[config.mk]
export PLATFORM = sky130hd
export DESIGN_NAME = mem_responder
export DESIGN_NICKNAME = d
export VERILOG_FILES = /design/src/rtl/mem_responder_pkg.sv /design/src/rtl/mem_responder_array.sv /design/src/rtl/mem_responder.sv
export SDC_FILE = /design/constraint.sdc
export NUM_CORES = 2
export LEC_CHECK = 0
export ABC_AREA = 1
export CAP_MARGIN = 15
export CORE_MARGIN = 2
export CORE_UTILIZATION = 65
export DETAILED_ROUTE_END_ITERATION = 8
export HOLD_SLACK_MARGIN = 0.05
export PLACE_DENSITY_LB_ADDON = 0.25
export SLEW_MARGIN = 20
export SYNTH_ARGS = -nofsm -noshare
export SYNTH_HDL_FRONTEND = slang
export SYNTH_SLANG_ARGS = --single-unit
[constraint.sdc]
create_clock -name clk -period 9.2 [get_ports clk]
set_clock_uncertainty 0.1 [all_clocks]
set_input_delay 0.92 -clock clk [delete_from_list [all_inputs] [get_ports clk]]
set_output_delay 0.92 -clock clk [all_outputs]
set_load 0.02 [all_outputs]
[src/rtl/mem_responder_pkg.sv]
// Shared definitions for the memory responder: FSM state encoding and default widths.
package mem_pkg;

  localparam int DATA_W_DEF  = 32;
  localparam int ADDR_W_DEF  = 32;
  localparam int DEPTH_DEF   = 64;
  localparam int WORD_OFFSET = 2;

  typedef enum logic [1:0] {
    IDLE = 2'd0,
    WAIT = 2'd1,
    RESP = 2'd2
  } state_e;

endpackage

[src/rtl/mem_responder_array.sv]
// Word-addressed storage: synchronous write port, combinational read port.
module mem_array #(
  parameter int    DATA_W      = 32,
  parameter int    DEPTH_WORDS = 64,
  parameter string INIT_FILE   = ""
) (
  input  logic                           clk,
  input  logic                           we_i,
  input  logic [$clog2(DEPTH_WORDS)-1:0] waddr_i,
  input  logic [DATA_W-1:0]              wdata_i,
  input  logic [$clog2(DEPTH_WORDS)-1:0] raddr_i,
  output logic [DATA_W-1:0]              rdata_o
);

  logic [DATA_W-1:0] mem_q [DEPTH_WORDS];

  always_ff @(posedge clk) begin
    if (we_i) mem_q[waddr_i] <= wdata_i;
  end

  assign rdata_o = mem_q[raddr_i];

endmodule

[src/rtl/mem_responder.sv]
// Memory-side responder: captures a request, stalls WAIT_CYCLES, then pulses ready with err/rdata.
module mem_responder
  import mem_pkg::*;
#(
  parameter int    DATA_W      = DATA_W_DEF,
  parameter int    ADDR_W      = ADDR_W_DEF,
  parameter int    DEPTH_WORDS = DEPTH_DEF,
  parameter int    WAIT_CYCLES = 2,
  parameter string INIT_FILE   = ""
) (
  input  logic              clk,
  input  logic              reset,
  input  logic              req,
  input  logic              we,
  input  logic [ADDR_W-1:0] addr,
  input  logic [DATA_W-1:0] wdata,
  output logic [DATA_W-1:0] rdata,
  output logic              ready,
  output logic              err
);

  localparam int IDX_W = $clog2(DEPTH_WORDS);

  state_e            state_q, state_d;
  logic [3:0]        cnt_q, cnt_d;
  logic              we_q, we_d;
  logic              bad_q, bad_d;
  logic [IDX_W-1:0]  idx_q, idx_d;
  logic [DATA_W-1:0] wdata_q, wdata_d;
  logic [DATA_W-1:0] rdata_q, rdata_d;
  logic [DATA_W-1:0] mem_rdata;
  logic              req_bad;
  logic              mem_we;

  assign req_bad = (addr[WORD_OFFSET-1:0] != '0) ||
                   (addr[ADDR_W-1:WORD_OFFSET+IDX_W] != '0);

  always_comb begin
    state_d = state_q;
    cnt_d   = cnt_q;
    we_d    = we_q;
    bad_d   = bad_q;
    idx_d   = idx_q;
    wdata_d = wdata_q;
    rdata_d = rdata_q;
    case (state_q)
      IDLE: begin
        if (req) begin
          we_d    = we;
          bad_d   = req_bad;
          idx_d   = addr[WORD_OFFSET +: IDX_W];
          wdata_d = wdata;
          cnt_d   = '0;
          if (WAIT_CYCLES == 0) begin
            state_d = RESP;
            if (!we && !req_bad) rdata_d = mem_rdata;
          end else begin
            state_d = WAIT;
          end
        end
      end
      WAIT: begin
        cnt_d = cnt_q + 1'b1;
        if (cnt_q == 4'(WAIT_CYCLES - 1)) begin
          state_d = RESP;
          if (!we_q && !bad_q) rdata_d = mem_rdata;
        end
      end
      RESP:    state_d = IDLE;
      default: state_d = IDLE;
    endcase
  end

  always_ff @(posedge clk or negedge reset) begin
    if (!reset) begin
      state_q <= IDLE;
      cnt_q   <= '0;
      we_q    <= 1'b0;
      bad_q   <= 1'b0;
      idx_q   <= '0;
      wdata_q <= '0;
      rdata_q <= '0;
    end else begin
      state_q <= state_d;
      cnt_q   <= cnt_d;
      we_q    <= we_d;
      bad_q   <= bad_d;
      idx_q   <= idx_d;
      wdata_q <= wdata_d;
      rdata_q <= rdata_d;
    end
  end

  // The store commits on the edge that ends RESP, so a reset before then drops it.
  assign mem_we = (state_q == RESP) && we_q && !bad_q;

  mem_array #(
    .DATA_W     (DATA_W),
    .DEPTH_WORDS(DEPTH_WORDS),
    .INIT_FILE  (INIT_FILE)
  ) u_array (
    .clk    (clk),
    .we_i   (mem_we),
    .waddr_i(idx_q),
    .wdata_i(wdata_q),
    .raddr_i(idx_d),
    .rdata_o(mem_rdata)
  );

  assign ready = (state_q == RESP);
  assign err   = (state_q == RESP) && bad_q;
  assign rdata = rdata_q;

endmodule

; ---- Yosys cells after proc, flatten, opt, wreduce, memory -nomap -nowiden
; Memory sizes are Yosys's and may differ from the RTL's. A register that Yosys moved wholly into a read port is not among the register bits.
; Index checks and enable logic that the tools add are counted.
[word_totals]
register_bits = 46
latch_bits = 0
ram_bits = 2048
mem_bits_ro = 0
input_bits = 68
out_inout_bits = 34
word_cells = 38
n_memories = 1
[classes]
n_addsub = 1
mul = 0
div = 0
magnitude_cmp = 0
eq_ne = 5
n_shift = 0
muxes = 9
bitwise_logic = 0
reduce_logical = 16
[memory_table]
columns = memory, depth, word_bits, rd, rd_clocked_by_memory_dff, wr, line
row1 = u_array.mem_q, 64, 32, 1, 1, 1, mem_responder_array.sv:15  ; logic [DATA_W-1:0] mem_q [DEPTH_WORDS];
[ops]
columns = operator, count
row1 = 24-bit nonzero test, 1
row2 = 6-bit 2-to-1 mux, 2
row3 = 4-bit case mux with 2 select lines, 1
row4 = 2-bit AND reduction, 3
row5 = 4-bit by 1-bit adder with 4-bit output (second input constant), 1
row6 = 4-bit by 1-bit == test with 1-bit output (second input constant), 1
row7 = 1-bit logical AND, 4
row8 = 2-bit 2-to-1 mux, 2
row9 = 4-bit 2-to-1 mux, 1
row10 = 2-bit != test (second input constant), 2
row11 = 2-bit case mux with 2 select lines, 1
row12 = 2-bit nonzero test, 2
row13 = 1-bit logical NOT, 3
row14 = 3-bit AND reduction, 1
row15 = 2-bit by 1-bit == test with 1-bit output (second input constant), 1
row16 = 2-bit == test (second input constant), 1
row17 = 2-bit logical NOT, 1
row18 = 1-bit 2-to-1 mux, 2
row19 = 1-bit logical OR, 1

; ---- Logic depth before layout (Yosys ltp)
[logic_depth]
word_depth = 5
mapped_depth = 15
ltp_nobuf = 12

; ---- Modules after synthesis
; Synthesis repeated with hierarchy kept, for this count alone.
[unflattened]
cells_unflattened = 7102
area_unflattened_um2 = 85419.4
[by_module_without_submodules]
columns = module, n_inst, cells_per_inst, area_each_um2, seq_area_each_um2
row1 = mem_array, 1, 6737, 82097.5, 61499.0
row2 = mem_responder, 1, 365, 3321.9, 1951.9

; ---- Least setup slack after synthesis
; OpenSTA, ideal clock, no wires.
[synth_path]
path_kind = reg-to-reg
startpoint = register state_q[0]
endpoint = memory u_array.mem_q[0][0] (enable)
setup_ns = 0.421
t_arrival_ns = 3.088
required_ns = 8.679
path_slack_ns = 5.591
path_stages_with_launch = 6
path_buffers = 0
period_less_slack_ns = 3.609
cell_sequence = dfrtp_1 nor2_1 inv_1 nor3_1 nand4_1 nor2_1
[synth_between]
elab_chain_len = 5
[synth_lines]
columns = element, line
row1 = from (decl), mem_responder.sv:24  ; state_e state_q, state_d;
row2 = from (signal assigned), mem_responder.sv:84  ; state_q <= state_d;
row3 = 2-bit == test, -
row4 = net ready, mem_responder.sv:18  ; output logic ready,
row5 = 1-bit logical AND (2 in a row), mem_responder.sv:95  ; assign mem_we = (state_q == RESP) && we_q && !bad_q;
row6 = 1-bit 2-to-1 mux, mem_responder_array.sv:18  ; if (we_i) mem_q[waddr_i] <= wdata_i;
row7 = 1-bit 2-to-1 mux (implied by the code), mem_responder_array.sv:18
row8 = to (decl), mem_responder_array.sv:15
; The timed path passes the listed nets, and every way through them passes these cells.

; ---- Worst setup path in the final report
[layout_path]
startpoint = register state_q[0]
endpoint = register rdata_q[30], in the netlist rdata[30], read port of u_array.mem_q
[layout_between]
elab_chain_len = 2
elab_cells_between_ends = 4
cone_classes = eq/ne (1) / mux (1) / reduce/logical (2)
[layout_lines]
columns = element, line
row1 = 2-bit by 1-bit == test with 1-bit output or 2-bit logical NOT (tied branches), mem_responder.sv:46  ; case (state_q)
row2 = 3-bit AND reduction (no source line) or 6-bit 2-to-1 mux (tied branches), -
row3 = to (decl), mem_responder.sv:30  ; logic [DATA_W-1:0] rdata_q, rdata_d;
; Parallel ways exist; a longest one is shown, timed or not.
; A chain may end at the register's enable or synchronous reset.

==> metrics.txt <==
clock root cell clkbuf_16; fin. max-slew vios 0; # fillers 8,081; vias in the first global route around 57k; sequential cell area fraction in the yosys report 74.69%; total of max-cap violations 0; core box area 129,600 µm²; vias per inst ~6.7; startpoint types flip-flop; I/O Buffers just over 100; Pre-antenna DRT Iters 8; Min-Delay Path Class flip-flop to flip-flop; number of synthesized flops with an enable pin between 2k and 2.5k; worst slew pin tran approximately 1.1 ns; Final period util between 60% and 70%; initial antenna violation count 9; RSZ-0062 raised after global routing no; WL/cell ~28 µm; Post-Synthesis Cells between 6k and 7k; Slew HR ~28%; Post-Place Cells 8,511; post-synthesis async set-or-reset flop share 3.669%; TritonCTS clock tree yes; most frequent cells after synthesis 2,250 x nand3_1, 2,048 x edfxtp_1, 2,001 x nand2_1; R2R depth 14; Yosys reg bits approximately 2.1k; Clock Pin Slew Worst Setup and Hold Paths approximately 0.06 ns; Die W roughly 370 µm; die area between 100,000 and 150,000 µm²; CTS Buf Count roughly 200; Max Freq around 180 MHz; hpwl dp 125,700 µm; syn_nets around 7.1k; Period minus WS final approximately 5.6 ns; final RePlAce weighted congestion between 0.9 and 1; IO Pins 102; VDD IR max between 300 and 400 µV; Final Hold Vio Count 0; required time worst endpoint roughly 10 ns; hold path depth 2; maximum clock path buffer count 3; GRT overflow 0; final net count just over 7k; setup tns final 0 ns; Sequential cell area 63,490 µm²; Antenna diodes 0; Routed Antenna Nets 0; leakage power 32.90 nW; post-synth top area share about 72%; fin util between 70 and 80%; status finished, final reports clean; total wire length 248,600 µm; PwrDens 351.9 nW/µm²; global-route wire length before repair roughly 360,000 µm; share of layout cells above drive strength 1 about 7.7%; final number of setup-violating endpoints 0; Synth area leaders edfxtp_1 72%, nand3_1 13%, nand2_1 8.8%; Multi-input gate area between 15,000 and 20,000 µm²; WS Path Type flip-flop to flip-flop; Rows approximately 130; Netlist cell types 26; Synth area leader edfxtp_1; Die H between 300 and 400 µm; dominant synthesized flop cell edfxtp_1; clock latency on the worst-skew pair 0.82 ns; most numerous cell in the Yosys netlist nand3_1; Final Instance Count excl. Fillers between 8k and 9k; Initial Util between 60% and 70%; Clock H-tree levels 4; DR DRC count 0; Clock Sinks 2,126; post-CTS setup buffer count 0; Critical Path AT 6.19 ns; Avg Inst Size Synth roughly 12 µm²; CP endpoint kind flip-flop; initial DRC count 10.40k; Synth Cell Area 84,960 µm²; Yosys warnings 0; via count 59.57k; area grow syn2layout 11.39%; crit path max fanout 127; pin count of the biggest net entering global routing between 150 and 200; GR Util All Layers a little under two fifths
## state kept, by name, summed over array words and instances, names as in the netlist
| register | flops |
|---|---|
| u_array.mem_q | 2048 |
| wdata_q | 32 |
| bad_q | 1 |
| cnt_q | 4 |
| rdata | 32 |
| we_q | 1 |
| idx_q | 6 |
| state_q | 2 |
## worst max-delay path, stage by stage, from the launching register on
cell and delay [ns]:
dfrtp_1 0.40, nor2_2 0.61, nand2_2 0.59, nand2_2 0.17, buf_4 0.62, nand2_8 0.72, buf_12 0.54, nand2_1 0.13
nand3_1 0.08, nand3_1 0.11, nand3_1 0.10, nand3_1 0.26, nand3_1 0.48, nand3_1 0.21, nand2_1 0.06
## worst paths after layout
path | startpoint | to | slack (ns)
setup / recovery | state_q[0] | rdata[30] | 3.61
hold / removal | wdata_q[31] | wdata_q[31] | 0.39
setup reg to reg | state_q[0] | rdata[30] | 3.61
hold reg to reg | wdata_q[31] | wdata_q[31] | 0.39
max in group asynchronous | reset | rdata[24] | 7.17
min in group asynchronous | reset | wdata_q[17] | 0.53
## stage by stage
stage	setup WS (ns)	instance area, µm²	hold WS (ns)	power (mW)
2_1_floorplan	5.591	84960	0.3465	20.00
3_3_place_gp	3.506	88080	0.3633	24.48
3_5_place_dp	3.459	88170	0.3760	24.77
4_1_cts	3.778	94630	0.3956	32.82
5_1_grt	3.512	94630	0.4181	34.30
6_report	3.608	94630	0.3944	33.30
## logic make-up (layout without fill, tap and decap cells)
family                     after synthesis  count (layout)  share of synthesized area, %
adders and majority gates                2               2                       0.02945
AOI/OAI and AO/OA                       12              12                       0.09721
muxes                                    1               1                       0.01178
buffers and inverters                  502             658                         2.596
xor gates and xnor gates                 1               1                       0.01031
and+or+nand+nor                       4343            4343                         22.57
DFF                                   2126            2126                         74.69
## where the power goes
group / internal (mW) / switching (mW)
clock network: 4.65 / 3.50
registers: 12.1 / 0.286
logic: 2.97 / 9.81
## cell usage in the layout (no fill, tap or decap), drive strengths merged, types with 2 or more instances in the layout
| cell | count |
|---|---|
| nand2 | 2004 |
| bufinv | 15 |
| ha | 2 |
| nand4 | 10 |
| o21ai | 11 |
| nor2 | 71 |
| dfrtp | 78 |
| clkinv | 73 |
| clkbuf | 279 |
| clkinvlp | 2 |
| nor4 | 6 |
| buf | 160 |
| inv | 28 |
| clkdlybuf4s50 | 100 |
| nand3 | 2251 |
| edfxtp | 2048 |
## routing by layer
metal,share of wire [%],global-route usage (%),vias up
li1,-,-,25060
met1,34,50.33,28670
met2,45,56.83,4992
met3,14,8.591,836
met4,6.2,20.88,6
met5,0.016,0,-
## final cells by class
| cell class | count | share of cell area (%) |
|---|---|---|
| Inverter | 24 | 0.1111 |
| Clock buffer | 279 | 5.908 |
| Multi-Input combinational cell | 4359 | 21.02 |
| Timing Repair Buffer | 261 | 2.658 |
| Tap cell | 1742 | 2.303 |
| Sequential cell | 2126 | 67.09 |
| Clock inverter | 94 | 0.9083 |
## timing repair
item,in CTS,in global routing
hold buffers,1,0
endpoints found under the hold margin,36,0
gates resized for setup,0,0
No activity file was read; power rests on OpenSTA's default activity.
